--- src/rtl/sine_phase_sequencer.sv ---
// sine_phase_sequencer
// Front/back-end sequencer for an iterative CORDIC sine/cosine core. It folds a
// full-circle phase into the core's +/-90 deg range, converts it to Q8.8 degrees,
// starts the core, waits for done under a watchdog, applies the quadrant sign
// correction and hands the result downstream.
//
// Ports:
//   Clk_i, Rst_i                      clock, synchronous active-high reset
//   Phase_i, Valid_i, Ready_o         phase input handshake (65536 counts = 360 deg)
//   Sin_o, Cos_o, Err_o, Valid_o,
//   Ready_i                           Q1.15 result handshake, Err_o = watchdog timeout
//   Core_Angle_o, Core_Start_o        Q8.8 degree angle and start pulse to the core
//   Core_Done_i, Core_Sine_i,
//   Core_Cos_i                        core completion and results
//
// Configuration macro: SINE_NEG_SAT_EN -- when defined, negating 16'h8000
// saturates to 16'h7FFF instead of wrapping.
module sine_phase_sequencer #(
    parameter int unsigned TIMEOUT_CYCLES   = 40,
    parameter int unsigned DONE_MASK_CYCLES = 2
) (
    input  logic        Clk_i,
    input  logic        Rst_i,
    input  logic [15:0] Phase_i,
    input  logic        Valid_i,
    output logic        Ready_o,
    output logic [15:0] Sin_o,
    output logic [15:0] Cos_o,
    output logic        Valid_o,
    input  logic        Ready_i,
    output logic        Err_o,
    output logic [15:0] Core_Angle_o,
    output logic        Core_Start_o,
    input  logic        Core_Done_i,
    input  logic [15:0] Core_Sine_i,
    input  logic [15:0] Core_Cos_i
);

    localparam int unsigned DATA_W = 16;
    localparam int unsigned PROD_W = 23;
    localparam int unsigned CNT_W  = $clog2(TIMEOUT_CYCLES + 1);
    localparam logic signed [PROD_W-1:0] ANGLE_SCALE = 23'sd45;

    typedef enum logic [1:0] {
        ST_IDLE,
        ST_ISSUE,
        ST_WAIT,
        ST_OUT
    } state_t;

    state_t             state_q, state_d;
    logic [CNT_W-1:0]   cnt_q, cnt_d;
    logic               neg_q, neg_d;
    logic [DATA_W-1:0]  angle_q, angle_d;
    logic [DATA_W-1:0]  sin_q, sin_d;
    logic [DATA_W-1:0]  cos_q, cos_d;
    logic               err_q, err_d;
    logic               valid_q, valid_d;
    logic               start_q, start_d;

    logic                     fold_neg_c;
    logic signed [DATA_W-1:0] fold_c;
    logic signed [PROD_W-1:0] prod_c;
    logic [DATA_W-1:0]        angle_c;
    logic                     done_ok_c;
    logic                     timeout_c;

    // Two's-complement negate; optionally saturate the single unrepresentable case.
    function automatic logic [DATA_W-1:0] negate(input logic [DATA_W-1:0] v);
`ifdef SINE_NEG_SAT_EN
        if (v == 16'h8000) begin
            negate = 16'h7FFF;
        end else begin
            negate = -v;
        end
`else
        negate = -v;
`endif
    endfunction

    // Quadrants 1 and 2 are rotated by 180 deg into [-90,+90) and negated afterwards.
    assign fold_neg_c = Phase_i[15] ^ Phase_i[14];
    assign fold_c     = fold_neg_c ? (Phase_i ^ 16'h8000) : Phase_i;

    // 65536 counts = 360 deg, so Q8.8 degrees = p * 360 * 256 / 65536 = p * 45 / 32.
    assign prod_c  = PROD_W'(fold_c) * ANGLE_SCALE;
    assign angle_c = DATA_W'(prod_c >>> 5);

    // cnt_q counts completed WAIT cycles; done is honoured once the mask has elapsed.
    assign done_ok_c = Core_Done_i && (cnt_q >= CNT_W'(DONE_MASK_CYCLES));
    assign timeout_c = (cnt_q == CNT_W'(TIMEOUT_CYCLES - 1));

    assign Ready_o      = (state_q == ST_IDLE);
    assign Sin_o        = sin_q;
    assign Cos_o        = cos_q;
    assign Err_o        = err_q;
    assign Valid_o      = valid_q;
    assign Core_Angle_o = angle_q;
    assign Core_Start_o = start_q;

    // Next-state and registered-output logic.
    always_comb begin
        state_d = state_q;
        cnt_d   = cnt_q;
        neg_d   = neg_q;
        angle_d = angle_q;
        sin_d   = sin_q;
        cos_d   = cos_q;
        err_d   = err_q;
        valid_d = valid_q;
        start_d = 1'b0;

        case (state_q)
            ST_IDLE: begin
                if (Valid_i) begin
                    neg_d   = fold_neg_c;
                    angle_d = angle_c;
                    start_d = 1'b1;
                    state_d = ST_ISSUE;
                end
            end
            ST_ISSUE: begin
                cnt_d   = '0;
                state_d = ST_WAIT;
            end
            ST_WAIT: begin
                cnt_d = cnt_q + CNT_W'(1);
                // Done takes priority over a coincident timeout.
                if (done_ok_c) begin
                    sin_d   = neg_q ? negate(Core_Sine_i) : Core_Sine_i;
                    cos_d   = neg_q ? negate(Core_Cos_i) : Core_Cos_i;
                    err_d   = 1'b0;
                    valid_d = 1'b1;
                    state_d = ST_OUT;
                end else if (timeout_c) begin
                    sin_d   = '0;
                    cos_d   = '0;
                    err_d   = 1'b1;
                    valid_d = 1'b1;
                    state_d = ST_OUT;
                end
            end
            ST_OUT: begin
                if (Ready_i) begin
                    valid_d = 1'b0;
                    state_d = ST_IDLE;
                end
            end
            default: begin
                state_d = ST_IDLE;
            end
        endcase
    end

    // State and output registers.
    always_ff @(posedge Clk_i) begin
        if (Rst_i) begin
            state_q <= ST_IDLE;
            cnt_q   <= '0;
            neg_q   <= 1'b0;
            angle_q <= '0;
            sin_q   <= '0;
            cos_q   <= '0;
            err_q   <= 1'b0;
            valid_q <= 1'b0;
            start_q <= 1'b0;
        end else begin
            state_q <= state_d;
            cnt_q   <= cnt_d;
            neg_q   <= neg_d;
            angle_q <= angle_d;
            sin_q   <= sin_d;
            cos_q   <= cos_d;
            err_q   <= err_d;
            valid_q <= valid_d;
            start_q <= start_d;
        end
    end

endmodule

--- config.mk ---
export PLATFORM = sky130hd
export DESIGN_NAME = sine_phase_sequencer
export DESIGN_NICKNAME = d
export VERILOG_FILES = /design/src/rtl/sine_phase_sequencer.sv
export SDC_FILE = /design/constraint.sdc
export NUM_CORES = 1
export LEC_CHECK = 0
export ABC_AREA = 0
export CAP_MARGIN = 20
export CELL_PAD_IN_SITES_DETAIL_PLACEMENT = 1
export CELL_PAD_IN_SITES_GLOBAL_PLACEMENT = 1
export CORE_MARGIN = 4
export CORE_UTILIZATION = 30
export DETAILED_ROUTE_END_ITERATION = 10
export PLACE_DENSITY = 0.65
export SKIP_CTS_REPAIR_TIMING = 1
export SLEW_MARGIN = 25
export SYNTH_ARGS = -nofsm -noshare
export SYNTH_HDL_FRONTEND = slang
export SYNTH_SLANG_ARGS = --single-unit
--- constraint.sdc ---
create_clock -name Clk_i -period 4.6 [get_ports Clk_i]
set_input_delay 0.92 -clock Clk_i [delete_from_list [all_inputs] [get_ports Clk_i]]
set_output_delay 0.92 -clock Clk_i [all_outputs]
set_load 0.02 [all_outputs]
==> results.md <==
* finished, final reports clean — run status
* 31.04% — Starting Density
* 0 — number of setup violations in the final report
* 0 — number of enable-type register cells in the synthesized netlist
* 912 — Inst Count DP
* 3 — level count of the clock H-tree
* 0.2242 GHz — maximum achievable frequency
* 4 — TritonRoute pass-1 iters
* 0.005171 ns — Clock Skew
* 0.8266 — GPL Wtd Cong
* 8 — number of cells on the worst reg-to-reg path
* 53.8% — portion of total power attributed to combinational logic
* 2 — Clock Path Buffers
* 46.21% — Max-slew headroom
* sky130_fd_sc_hd__dfxtp_1 (25%), sky130_fd_sc_hd__ha_1 (15%), sky130_fd_sc_hd__fa_1 (11%) — synth top area cells
* 21.8% — Reg power frac
* 4710 — via count of the first global-routing pass
* 559 — gate count after technology mapping
* 60 — unique cell type count in the Yosys netlist
* sky130_fd_sc_hd__inv_1 — cell with the most instances after synthesis
* 25.08% — post-synthesis sequential area ratio
* 14.98 µm — Routed wire per std cell
* 1830 — final-layout fill cell count
* 23320 µm — global-route wire length before repair
* 4.459 ns — min Tclk post-route
* 0.4494 ns — WHS
* 38 — largest net degree at the start of global routing
* 96.94% — post-route fraction of the period consumed by the critical path
* 4.82 ns — required time reported for the critical path endpoint
* 11550 µm — post-detailed-placement half-perimeter wirelength
* 0.32 ns — clk_lat worst skew
* 0 — GR Overflow Total
* 4 — largest fanout on the critical path
* 0.05 ns — register clock-pin slew on the reported worst setup and hold paths
* 0 — drc violations
* 105 — Ports
* 0 — Max Transition Viols Final
* 0 — Hold Vio Cnt, Final
* 12.67% — proportion of layout cells with a drive suffix above 1
* input pin — type of origin of the critical path
* 134.3 µm — horizontal die dimension
* reg -> reg — class of the most critical hold timing path
* 134.3 µm — floorplan die height
* 2 — hold path cells
* 38.14% — fraction of power spent switching nets
* 0 — # diodes
* 6774 µm² — Non-Filler Cell Area, Final
* 1.912 mW — internal power summed over all cells
* 15430 µm² — area of the core
* 104 — PortBufs
* sky130_fd_sc_hd__dfxtp_1 — Primary FF master, synth
* 0 — max_cap viols
* 60 — count of clock tree sinks
* 60 — number of flip-flops and latches in the synthesized netlist
* done — clock tree from TritonCTS
* sky130_fd_sc_hd__dfxtp_1 — leading area contributor after synthesis
* in -> reg — classification of the worst setup path
* 695 — net count after synthesis
* 0 — initial antenna violation count
* 4.704 — via density per instance
* 25.08% — area fraction of the dominant cell type after synthesis
* 2.971 nW — reported leakage power
* 13920 µm — final wirelength
* 138 — Initial DRC Count
* 24.4% — clock network fraction of design power
* 0% — FFs w/ async S/R, synth
* 929 — final standard cell count with taps included and fillers excluded
* 0.1510 mV — peak supply drop
* sky130_fd_sc_hd__clkbuf_16 — clock root buffer master
* 9 — TritonCTS buffer count
* sky130_fd_sc_hd__inv_1 (75), sky130_fd_sc_hd__dfxtp_1 (60), sky130_fd_sc_hd__ha_1 (56) — Commonest cells post-synth
* 1.179 mW — Sw Pwr
* 15.75% — GRT Total Usage
* 456.3 nW/µm² — power density relative to cell area
* 849 — total number of nets in the final design
* 6412 µm² — dpl cell area
* 8.566 µm² — mean area per synthesized cell
* 4788 µm² — Netlist Area Pre-Place
* 0.8048 ns — transition time at the pin with the least slew margin
* 45 — number of core rows
* flop — Setup crit end kind
* 0 — Synthesis Warnings
* 18050 µm² — overall die area
* 0 — residual antenna-violating net count after detailed routing
* 4370 — total vias in the final route
* 41.47% — synth-to-layout area growth
* 4.68 ns — Crit path arrival time
## worst max-delay path: stages
cell,delay [ns]
sky130_fd_sc_hd__clkdlybuf4s50_1,0.48
sky130_fd_sc_hd__ha_1,0.34
sky130_fd_sc_hd__ha_1,0.31
sky130_fd_sc_hd__fa_1,0.54
sky130_fd_sc_hd__inv_1,0.05
sky130_fd_sc_hd__fa_1,0.50
sky130_fd_sc_hd__inv_1,0.04
sky130_fd_sc_hd__ha_1,0.33
sky130_fd_sc_hd__nand3_1,0.10
sky130_fd_sc_hd__a211o_1,0.29
sky130_fd_sc_hd__a21oi_2,0.24
sky130_fd_sc_hd__o21ai_2,0.10
sky130_fd_sc_hd__buf_4,0.14
sky130_fd_sc_hd__a2111oi_2,0.30
## state kept, by name, summed over array words and instances, names as in the netlist
name	count
Core_Angle_o	16
Core_Start_o	1
Cos_o	16
Err_o	1
Sin_o	16
Valid_o	1
cnt_q	6
neg_q	1
state_q	2
## power groups by stage
stage	Combinational [mW]	Clock (mW)	Sequential, mW
2_1_floorplan	0.935	0	0.723
3_3_place_gp	1.61	0	0.686
3_5_place_dp	1.67	0	0.687
4_1_cts	1.67	0.775	0.678
5_1_grt	1.86	0.799	0.689
6_report	1.66	0.754	0.675
## cell families (layout without fill, tap and decap cells)
kind of cell    after synthesis  after routing  share of synthesized area [%]
flops                        60             60                          25.08
mux                           3              3                         0.6271
simple gates                149            149                          14.37
compound gates              126            126                          17.85
fa+ha+maj                    83             83                          25.92
xor+xnor                     45             45                          8.231
buf+inv                      93            252                          7.917
## metal layers
metal / vias up / wire [µm] / global-route usage, %
li1: 2197 / - / -
met1: 2099 / 6319 / 19.20
met2: 65 / 7070 / 29.05
met3: 9 / 433 / 2.813
met4: 0 / 96 / 3.054
met5: - / 0 / 0
## final timing paths
check | start | to | slack, ns
max | Phase_i[5] | Core_Angle_o[15] | 0.14
min | Sin_o[14] | Sin_o[14] | 0.45
max reg2reg | cnt_q[0] | Sin_o[7] | 2.12
min reg2reg | Sin_o[14] | Sin_o[14] | 0.45
## layout make-up
class,count,area [µm²],area share [%]
Clock buffer,12,266.5,3.934
Clock inverter,4,70.07,1.034
Inverter,76,285.3,4.211
Multi-Input combinational cell,406,3217,47.49
Sequential cell,60,1202,17.75
Tap cell,211,264.0,3.897
Timing Repair Buffer,160,1469,21.68
## metrics by stage
stage	setup slack (ns)	utilization, %	total power, mW	setup TNS (ns)
4_1_cts	0.04888	43.75	3.127	0
5_1_grt	-0.01340	43.91	3.351	-0.01340
3_5_place_dp	-0.2781	41.57	2.352	-1.467
6_report	0.1406	43.91	3.091	0
2_1_floorplan	0.3748	-	1.658	0
3_3_place_gp	-0.1542	41.57	2.295	-0.6650
## placed cells by master, fill, tap and decap left out, types with 4 or more instances in the layout
cell type                         netlist  routed
sky130_fd_sc_hd__a211oi_1               5       5
sky130_fd_sc_hd__a21o_1                 6       6
sky130_fd_sc_hd__a21oi_1               22      21
sky130_fd_sc_hd__a22oi_1               20      20
sky130_fd_sc_hd__and3_1                 4       4
sky130_fd_sc_hd__buf_4                  2      56
sky130_fd_sc_hd__clkbuf_16              0       9
sky130_fd_sc_hd__clkdlybuf4s50_1        0     101
sky130_fd_sc_hd__dfxtp_1               60      59
sky130_fd_sc_hd__fa_1                  27      27
sky130_fd_sc_hd__ha_1                  56      56
sky130_fd_sc_hd__inv_1                 75      75
sky130_fd_sc_hd__nand2_1               49      49
sky130_fd_sc_hd__nand2b_1               4       4
sky130_fd_sc_hd__nand3_1                9       9
sky130_fd_sc_hd__nand4_1                4       4
sky130_fd_sc_hd__nor2_1                48      48
sky130_fd_sc_hd__nor3_1                12      12
sky130_fd_sc_hd__o21ai_0               34      34
sky130_fd_sc_hd__o21ai_1                4       4
sky130_fd_sc_hd__xnor2_1               26      26
sky130_fd_sc_hd__xor2_1                19      19
Note: power is estimated with default switching activity, not from simulation.
